[config.mk]
export PLATFORM = sky130hd
export DESIGN_NAME = lcd_cmd_feeder_flat
export DESIGN_NICKNAME = d
export VERILOG_FILES = /design/src/rtl/lcd_pkg.sv /design/src/rtl/lcd_cmd_feeder_if.sv /design/src/rtl/lcd_cmd_fifo.sv /design/src/rtl/lcd_cmd_feeder.sv /design/src/flat_wrapper.sv
export SDC_FILE = /design/constraint.sdc
export NUM_CORES = 1
export LEC_CHECK = 0
export CAP_MARGIN = 30
export CORE_MARGIN = 2
export CORE_UTILIZATION = 30
export DETAILED_ROUTE_END_ITERATION = 10
export PLACE_DENSITY = 0.55
export SETUP_SLACK_MARGIN = 0.3
export SYNTH_ARGS = -nofsm -noshare
export SYNTH_HDL_FRONTEND = slang
export SYNTH_SLANG_ARGS = --single-unit
export TNS_END_PERCENT = 1
[constraint.sdc]
create_clock -name clk -period 2.9 [get_ports clk]
set_input_delay 0.725 -clock clk [delete_from_list [all_inputs] [get_ports clk]]
set_output_delay 0.725 -clock clk [all_outputs]
set_load 0.05 [all_outputs]
[src/rtl/lcd_pkg.sv]
// Shared definitions for the LCD command feeder: command codes, image geometry
// and the feeder state encoding.
package lcd_pkg;

    localparam int IMG_BYTES  = 108;
    localparam int IMG_ADDR_W = 7;

    typedef enum logic [2:0] {
        CMD_LOAD_DATA   = 3'd0,
        CMD_ZOOM_IN     = 3'd1,
        CMD_ZOOM_FIT    = 3'd2,
        CMD_SHIFT_RIGHT = 3'd3,
        CMD_SHIFT_LEFT  = 3'd4,
        CMD_SHIFT_UP    = 3'd5,
        CMD_SHIFT_DOWN  = 3'd6,
        CMD_REFLASH     = 3'd7
    } lcd_cmd_e;

    typedef enum logic [1:0] {
        ST_IDLE,
        ST_ISSUE,
        ST_LOAD,
        ST_WAIT
    } feeder_state_e;

    // Only LOAD_DATA streams image bytes after it is issued.
    function automatic logic is_stream_cmd(input logic [2:0] c);
        return c == CMD_LOAD_DATA;
    endfunction

endpackage

[src/rtl/lcd_cmd_feeder_if.sv]
// Bundles the host handshake, image memory port and LCD controller port.
// The feeder uses the slave view; the host/environment uses the master view.
interface lcd_cmd_feeder_if;
    import lcd_pkg::*;

    logic [2:0]            host_cmd;
    logic                  host_valid;
    logic                  host_ready;
    logic                  img_rd;
    logic [IMG_ADDR_W-1:0] img_addr;
    logic [7:0]            img_data;
    logic [2:0]            cmd;
    logic                  cmd_valid;
    logic [7:0]            datain;
    logic                  busy;
    logic                  idle;

    modport slave (
        input  host_cmd, host_valid, img_data, busy,
        output host_ready, img_rd, img_addr, cmd, cmd_valid, datain, idle
    );

    modport master (
        output host_cmd, host_valid, img_data, busy,
        input  host_ready, img_rd, img_addr, cmd, cmd_valid, datain, idle
    );

endinterface

[src/rtl/lcd_cmd_fifo.sv]
// Small command queue with registered head; DEPTH must be a power of two so the
// pointers wrap naturally.
module lcd_cmd_fifo #(
    parameter int DEPTH = 4,
    parameter int WIDTH = 3
) (
    input  logic             clk,
    input  logic             reset,
    input  logic             i_push,
    input  logic             i_pop,
    input  logic [WIDTH-1:0] i_data,
    output logic             o_full,
    output logic             o_empty,
    output logic [WIDTH-1:0] o_head
);
    localparam int PTR_W = (DEPTH > 1) ? $clog2(DEPTH) : 1;

    logic [WIDTH-1:0] r_mem [DEPTH];
    logic [PTR_W-1:0] r_wr_ptr;
    logic [PTR_W-1:0] r_rd_ptr;
    logic [PTR_W:0]   r_count;
    logic             w_push;
    logic             w_pop;

    assign o_full  = (r_count == (PTR_W+1)'(DEPTH));
    assign o_empty = (r_count == '0);
    assign o_head  = r_mem[r_rd_ptr];
    assign w_push  = i_push && !o_full;
    assign w_pop   = i_pop && !o_empty;

    always_ff @(posedge clk) begin
        if (reset) begin
            r_wr_ptr <= '0;
            r_rd_ptr <= '0;
            r_count  <= '0;
        end else begin
            if (w_push) r_wr_ptr <= r_wr_ptr + 1'b1;
            if (w_pop)  r_rd_ptr <= r_rd_ptr + 1'b1;
            if (w_push && !w_pop)
                r_count <= r_count + 1'b1;
            else if (w_pop && !w_push)
                r_count <= r_count - 1'b1;
        end
    end

    always_ff @(posedge clk) begin
        if (w_push) r_mem[r_wr_ptr] <= i_data;
    end

endmodule

[src/rtl/lcd_cmd_feeder.sv]
// Pulls host commands from a queue and issues them to the LCD controller one at
// a time, streaming the image out of memory for LOAD_DATA.
module lcd_cmd_feeder #(
    parameter int FIFO_DEPTH = 4,
    parameter int IMG_BYTES  = lcd_pkg::IMG_BYTES
) (
    input logic             clk,
    input logic             reset,
    lcd_cmd_feeder_if.slave bus
);
    import lcd_pkg::IMG_ADDR_W, lcd_pkg::CMD_REFLASH, lcd_pkg::is_stream_cmd;
    import lcd_pkg::feeder_state_e, lcd_pkg::ST_IDLE, lcd_pkg::ST_ISSUE;
    import lcd_pkg::ST_LOAD, lcd_pkg::ST_WAIT;

    localparam logic [IMG_ADDR_W-1:0] LAST_ADDR = IMG_ADDR_W'(IMG_BYTES - 1);

    feeder_state_e         r_state;
    feeder_state_e         w_next_state;
    logic [2:0]            r_cmd;
    logic [IMG_ADDR_W-1:0] r_addr;
    logic                  w_push;
    logic                  w_pop;
    logic                  w_full;
    logic                  w_empty;
    logic [2:0]            w_head;
    logic                  w_cmd_valid;
    logic                  w_img_rd;
    logic [IMG_ADDR_W-1:0] w_img_addr;

    assign w_push = bus.host_valid && !w_full;
    assign w_pop  = (r_state == ST_IDLE) && !w_empty && !bus.busy;

    lcd_cmd_fifo #(
        .DEPTH (FIFO_DEPTH),
        .WIDTH (3)
    ) u_fifo (
        .clk     (clk),
        .reset   (reset),
        .i_push  (w_push),
        .i_pop   (w_pop),
        .i_data  (bus.host_cmd),
        .o_full  (w_full),
        .o_empty (w_empty),
        .o_head  (w_head)
    );

    // The popped command is latched on the pop edge so it is stable during ISSUE.
    always_ff @(posedge clk) begin
        if (reset) begin
            r_state <= ST_IDLE;
            r_cmd   <= CMD_REFLASH;
            r_addr  <= '0;
        end else begin
            r_state <= w_next_state;
            if (w_pop) r_cmd <= w_head;
            if (r_state == ST_ISSUE)
                r_addr <= IMG_ADDR_W'(1);
            else if (r_state == ST_LOAD)
                r_addr <= r_addr + 1'b1;
            else
                r_addr <= '0;
        end
    end

    always_comb begin
        w_next_state = r_state;
        w_cmd_valid  = 1'b0;
        w_img_rd     = 1'b0;
        w_img_addr   = '0;
        case (r_state)
            ST_IDLE: begin
                if (w_pop) w_next_state = ST_ISSUE;
            end
            ST_ISSUE: begin
                w_cmd_valid = 1'b1;
                if (is_stream_cmd(r_cmd)) begin
                    w_img_rd     = 1'b1;
                    w_next_state = ST_LOAD;
                end else begin
                    w_next_state = ST_WAIT;
                end
            end
            ST_LOAD: begin
                w_img_rd   = 1'b1;
                w_img_addr = r_addr;
                if (r_addr == LAST_ADDR) w_next_state = ST_WAIT;
            end
            ST_WAIT: begin
                if (!bus.busy) w_next_state = ST_IDLE;
            end
            default: w_next_state = ST_IDLE;
        endcase
    end

    assign bus.cmd_valid  = w_cmd_valid;
    assign bus.img_rd     = w_img_rd;
    assign bus.img_addr   = w_img_addr;
    assign bus.cmd        = r_cmd;
    assign bus.datain     = bus.img_data;
    assign bus.host_ready = !w_full;
    assign bus.idle       = (r_state == ST_IDLE) && w_empty;

endmodule

[src/flat_wrapper.sv]
// flat-port wrapper written by rule: the top's interface ports become plain ports
module lcd_cmd_feeder_flat import lcd_pkg::IMG_ADDR_W, lcd_pkg::CMD_REFLASH, lcd_pkg::is_stream_cmd; import lcd_pkg::feeder_state_e, lcd_pkg::ST_IDLE, lcd_pkg::ST_ISSUE; import lcd_pkg::ST_LOAD, lcd_pkg::ST_WAIT;
#(
    parameter int FIFO_DEPTH = 4,
    parameter int IMG_BYTES  = lcd_pkg::IMG_BYTES
)
  (clk, reset, bus_host_cmd, bus_host_valid, bus_img_data, bus_busy, bus_host_ready, bus_img_rd, bus_img_addr, bus_cmd, bus_cmd_valid, bus_datain, bus_idle);
  lcd_cmd_feeder_if bus_i ();
  input logic clk;
  input logic reset;
  input wire logic [$bits(bus_i.host_cmd)-1:0] bus_host_cmd;
  input wire logic [$bits(bus_i.host_valid)-1:0] bus_host_valid;
  input wire logic [$bits(bus_i.img_data)-1:0] bus_img_data;
  input wire logic [$bits(bus_i.busy)-1:0] bus_busy;
  output wire logic [$bits(bus_i.host_ready)-1:0] bus_host_ready;
  output wire logic [$bits(bus_i.img_rd)-1:0] bus_img_rd;
  output wire logic [$bits(bus_i.img_addr)-1:0] bus_img_addr;
  output wire logic [$bits(bus_i.cmd)-1:0] bus_cmd;
  output wire logic [$bits(bus_i.cmd_valid)-1:0] bus_cmd_valid;
  output wire logic [$bits(bus_i.datain)-1:0] bus_datain;
  output wire logic [$bits(bus_i.idle)-1:0] bus_idle;
  assign bus_i.host_cmd = bus_host_cmd;
  assign bus_i.host_valid = bus_host_valid;
  assign bus_i.img_data = bus_img_data;
  assign bus_i.busy = bus_busy;
  assign bus_host_ready = bus_i.host_ready;
  assign bus_img_rd = bus_i.img_rd;
  assign bus_img_addr = bus_i.img_addr;
  assign bus_cmd = bus_i.cmd;
  assign bus_cmd_valid = bus_i.cmd_valid;
  assign bus_datain = bus_i.datain;
  assign bus_idle = bus_i.idle;
  lcd_cmd_feeder #(.FIFO_DEPTH(FIFO_DEPTH), .IMG_BYTES(IMG_BYTES)) u_core (.clk(clk), .reset(reset), .bus(bus_i));
endmodule
-- Word level (Yosys, flattened, before mapping)
Memories as Yosys holds them, arrays and structs flattened. A register that Yosys moved wholly into a read port is not among the register bits.
Cells that the tools add are included.
- bitwise gates (word level): 1
- multiplexer cells: 15
- reduce and logical (&&, ||, !) cells: 19
- add/sub/neg operators: 5
- eq/ne operators: 8
- operators with widths (kind ; count):
    $logic_and 1x1->1 ; 8
    $pmux 2 s4 ; 1
    $add 7x1->7 const B ; 1
    $eq 7x7->1 const B ; 1
    $mux 1 ; 7
    $mux 7 ; 1
    $logic_not 3->1 ; 2
    $mux 2 ; 3
    $mux 3 ; 2
    $ne 2x2->1 const B ; 3
    $logic_not 1->1 ; 5
    $add 2x1->2 const B ; 2
    $eq 2x2->1 const B ; 2
    $add 3x1->3 const B ; 1
    $eq 3x3->1 const B ; 1
    $reduce_and 3->1 ; 1
    $reduce_or 3->1 ; 1
    $sub 3x1->3 const B ; 1
    $eq 2x1->1 const B ; 1
    $logic_not 2->1 ; 1
    $pmux 1 s2 ; 1
    $reduce_bool 2->1 ; 1
    $not 1->1 ; 1
- output and inout port bits: 22
- word-level logic and storage cells: 55
- RAM bits: 12
- input bits: 15
- bits in registers: 16
- memories: 1
- memory list (name ; depth ; bits a word ; rd ports ; clocked after memory_dff ; write ports ; line ; text):
    u_core.u_fifo.r_mem ; 4 ; 3 ; 1 ; 1 ; 1 ; lcd_cmd_fifo.sv:18 ; logic [WIDTH-1:0] r_mem [DEPTH];

-- Longest topological paths before layout
- depth after elaboration: 8
- depth in mapped cells: 10

-- Hierarchy
A second synthesis with hierarchy kept.
- cell total of the unflattened synthesis: 146
- area total of the unflattened synthesis: 1642.8 um^2
- by module, submodules not included (module ; times used ; area each (um^2) ; cells each ; seq. area each (um^2)):
    lcd_cmd_fifo ; 1 ; 904.6 ; 63 ; 540.5
    lcd_cmd_feeder ; 1 ; 738.2 ; 83 ; 240.2

-- Worst setup path before layout
No wires, ideal clock.
- path kind: reg-to-output
- from: register u_core.r_state[1]
- to: output bus_img_rd
- stages on the path, launching flop included: 5
- arrival: 1794 ps
- slack: 381 ps
- cell sequence: dfxtp_1 inv_1 ha_1 a21oi_1 nor2b_1
- word-level cells in the longest chain between the ends: 2
- elaborated cells between the ends (all ways): 3
- those cells by class: 2 x eq/ne; 1 x mux
- RTL lines (what ; line ; text):
    from (decl) ; lcd_cmd_feeder.sv:17 ; feeder_state_e r_state;
    from (signal assigned) ; lcd_cmd_feeder.sv:54 ; r_state <= w_next_state;
    $eq 2x2->1 / $eq 2x1->1 (equally long branches) ; lcd_cmd_feeder.sv:70 ; case (r_state)
    $pmux 1 s2 * ; lcd_cmd_feeder.sv:70 ;
    to (decl) ; flat_wrapper.sv:16 ; output wire logic [$bits(bus_i.img_rd)-1:0] bus_img_rd;
Mark *: on every way between the ends. The rest lies on a longest branch, timed or not.

-- Final worst setup path
- from: input bus_busy
- to: register u_core.u_fifo.r_count[2]
- word-level cells in the longest chain between the ends: 6
- elaborated cells between the ends (all ways): 8
- those cells by class: 1 x mux; 7 x reduce/logical
- RTL lines (what ; line ; text):
    from (decl) ; flat_wrapper.sv:14 ; input wire logic [$bits(bus_i.busy)-1:0] bus_busy;
    $logic_not 1->1 * ; lcd_cmd_feeder.sv:31 ; assign w_pop = (r_state == ST_IDLE) && !w_empty && !bus.busy;
    $logic_and 1x1->1 * ; lcd_cmd_feeder.sv:31 ;
    $logic_and 1x1->1 * ; lcd_cmd_fifo.sv:29 ; assign w_pop = i_pop && !o_empty;
    $logic_not 1->1 ; lcd_cmd_fifo.sv:39 ; if (w_push && !w_pop)
    $logic_and 1x1->1 ; lcd_cmd_fifo.sv:39 ;
    $mux 3 / $reduce_bool 2->1 (equally long branches) ; n/a ;
    to (signal assigned) ; lcd_cmd_fifo.sv:40 ; r_count <= r_count + 1'b1;
    to (signal assigned) ; lcd_cmd_fifo.sv:42 ; r_count <= r_count - 1'b1;
    to (decl) ; lcd_cmd_fifo.sv:21 ; logic [PTR_W:0] r_count;
Marks and branches as above.
A chain may end at the register's enable or synchronous reset.

==> flow_summary.toml <==
[sta]
rsz0062_at_grt = "true"
final-setup-viol-count = 0
fmax_mhz = 393.4
worst_slack_ns = 0.3579
finClkSkew_ns = 0.005546
final-hold-violation-count = 0
relSlewSlack_pct = 65.17
slew_violations = 0
period_needed_ns = 2.542
fin_setup_tns_ns = 0
tightest_slew_ns = 0.5216
fin_crit_sh_pct = 87.66

[finish]
n_fill_cell = 536
nets = 187
area_delta_synth_final_pct = 23.62
drive_above_1_share_pct = 15.53
regArea_um2 = 742.0
final_cells = 231
diodes = 0
multi_input_area_um2 = 735.7
final_util_pct = 38.19
finalInstanceArea_mm2 = 0.001938

[floorplan]
die_area_mm2 = 0.005820
dieWidth_um = 76.29
rows = 26
pin_count = 37
start_util_pct = 30.89
coreArea_mm2 = 0.005075
die_y_um = 76.29

[routing]
topRoutingLayerUsed = "met4"
finalWirelength_um = 2942
drt-met1-wl_um = 1165
route.detailed.drc = 0
ant_nets = 0
drt_iter0_markers = 37
via_per_inst = 4.472
vias = 1033
wl_met3_um = 166
dr.pass1.iters = 2
wire_per_inst_um = 12.74
dr_wl_met2_um = 1565

[synth]
synth_seq_cells = 31
synth.distinct_cells = 35
synth_edf_count = 12
ys.flop_type = "dfxtp_1"
synthTopCellsByArea = "dfxtp_1 24%, edfxtp_1 23%, ha_1 8.8%"
async_flop_share_pct = 0
synth_commonest_cells = "19 x dfxtp_1, 12 x and2_1, 12 x edfxtp_1, 12 x nor2_1, 11 x ha_1"
synth.avg_cell_area_um2 = 11.20
synth_top_cell_by_area = "dfxtp_1"
yosys_warnings = 0
syn_inst = 140
synthesis.nets = 167
syn_area_mm2 = 0.001568
synth_top_cell_area_share_pct = 24.26
yosys.cell_count.top_type = "dfxtp_1"
yosysSeqAreaShare_pct = 47.25

[cts]
htreeDepth = 2
cts_made_buffers = 5
insertion_delay_ns = 0.28
cts_tree = "done"
cts_buffer_depth = 2
clk_pin_slew_ns = 0.07
cts_sinks = 31
cts_root_buffer = "clkbuf_8"
post_cts_buffers = 0

[placement]
dp.cells = 223
gp_routability_congestion = 0.7915
dp_hpwl_um = 2333
post-place-ws_ns = 0.05572
portBuffers = 20
placed_cell_area_mm2 = 0.001804

[global_route]
grt_usage_pct = 10.84
gr-total-overflow = 0
grt_max_degree = 13
grt_pass1_wl_um = 5030
grt_pass1_vias = 1078
antenna_found_initial = 0

[worst_setup_path]
endpoint_kind = "flop"
r2r-start = "u_core.r_state[1]"
cp.required_ns = 3.11
reg2reg_depth = 10
critPathMaxStageDelay_ns = 0.52
cp_num_cells = 9
worstReg2RegEnd = "u_core.u_fifo.r_count[2]"
cp_max_fo = 2
crit_path_start = "bus_busy"
crit_family = "buffers and inverters"
path_common_cell = "inv_1"
reg2reg_slack_ns = 0.49
cp-endpoint = "u_core.u_fifo.r_count[2]"
worstPathArrival_ns = 2.75
crit_slowest_cell = "clkdlybuf4s50_1"
critPathKind = "in2reg"
critPathBufInv = 3
crit_chain = "clkdlybuf4s50_1 -> nor3b_4 -> inv_1 -> ha_2 -> inv_1 -> fa_1 -> xor2_1 -> or3_2 -> a21oi_1"
startpoint_type = "input pin"

[power]
ir_drop_mv = 0.3597
leakagePower_nw = 0.8444
p_per_area_mw_per_mm2 = 944.5

[min_path]
holdPathStages = 2
min_path_type = "reg2reg"

[run]
max_cap_viol_count = 0

[run_status]
status = "completed"
## final cells by class
cell class	count	area share [%]
clock buffers	5	3.551
clock inverters	3	2.001
inverters	8	1.549
multi-input cells	91	37.96
flip-flops and latches	31	38.28
well taps	70	4.519
repair buffers	23	12.14
## metal layers
layer  global-route usage (%)  up-vias
met5                        0        -
met4                    4.364        0
met3                    4.502        8
met2                    19.03       24
met1                    11.50      488
li1                         -      513
## kinds of logic after synthesis
kind of cell               share of synthesized area [%]
adders and majority gates                          10.06
DFF                                                47.25
buffers and inverters                              6.464
muxes                                              7.502
xor gates and xnor gates                           4.469
and+or+nand+nor                                    17.40
AOI/OAI and AO/OA                                  6.863
## how the worst min path moves through the flow
stage / start / to
6_report: u_core.r_addr[5] / u_core.r_addr[5]
5_1_grt: u_core.bus.cmd[0] / u_core.bus.cmd[0]
4_1_cts: u_core.r_addr[5] / u_core.r_addr[5]
3_5_place_dp: u_core.r_addr[5] / u_core.r_addr[5]
3_3_place_gp: u_core.r_addr[5] / u_core.r_addr[5]
2_1_floorplan: u_core.r_addr[6] / u_core.r_addr[6]
## report_power, final
| group | internal, W | switching [W] |
|---|---|---|
| Clock | 0.000251 | 0.000158 |
| Combinational | 0.000347 | 0.000436 |
| Sequential | 0.000539 | 0.0000997 |
## metrics by stage
stage	power, W	hold slack, ns
floorplan	0.001240	0.4664
global route	0.001962	0.5527
global placement	0.001396	0.4836
CTS	0.001843	0.5013
finish	0.001831	0.4980
detailed placement	0.001425	0.4905
## registers in the layout (all words and copies together) (netlist names)
register,count
u_core.bus.cmd,3
u_core.r_addr,7
u_core.r_state,2
u_core.u_fifo.r_count,3
u_core.u_fifo.r_mem,12
u_core.u_fifo.r_rd_ptr,2
u_core.u_fifo.r_wr_ptr,2
## worst reg2reg max path: stages (launching register included)
cell and delay (ns):
dfxtp_1 0.38, inv_1 0.11, ha_1 0.24, nor3b_4 0.16
inv_1 0.06, ha_2 0.18, inv_1 0.06, fa_1 0.43
xor2_1 0.16, or3_2 0.40, a21oi_1 0.14
## timing repair
action / in CTS / in global routing
endpoints found under the setup margin: 8 / 10
resized for setup: 1 / 13
hold endpoints to repair: 0 / 0
hold buffers: 0 / 0
## layout by cell type, fill, tap and decap left out, types with 2 or more instances in the layout
cell type / count
a21oi_1: 7
and2_1: 12
buf_4: 4
clkbuf_8: 5
clkdlybuf4s50_1: 10
dfxtp_1: 18
dlymetal6s2s_1: 8
edfxtp_1: 12
ha_1: 10
inv_1: 8
mux2i_1: 5
mux4_2: 3
nand2_1: 7
nand3_1: 3
nor2_1: 12
o21ai_0: 3
or3_1: 2
xnor2_1: 4
xor2_1: 4
(Power assumes the default switching activity.)
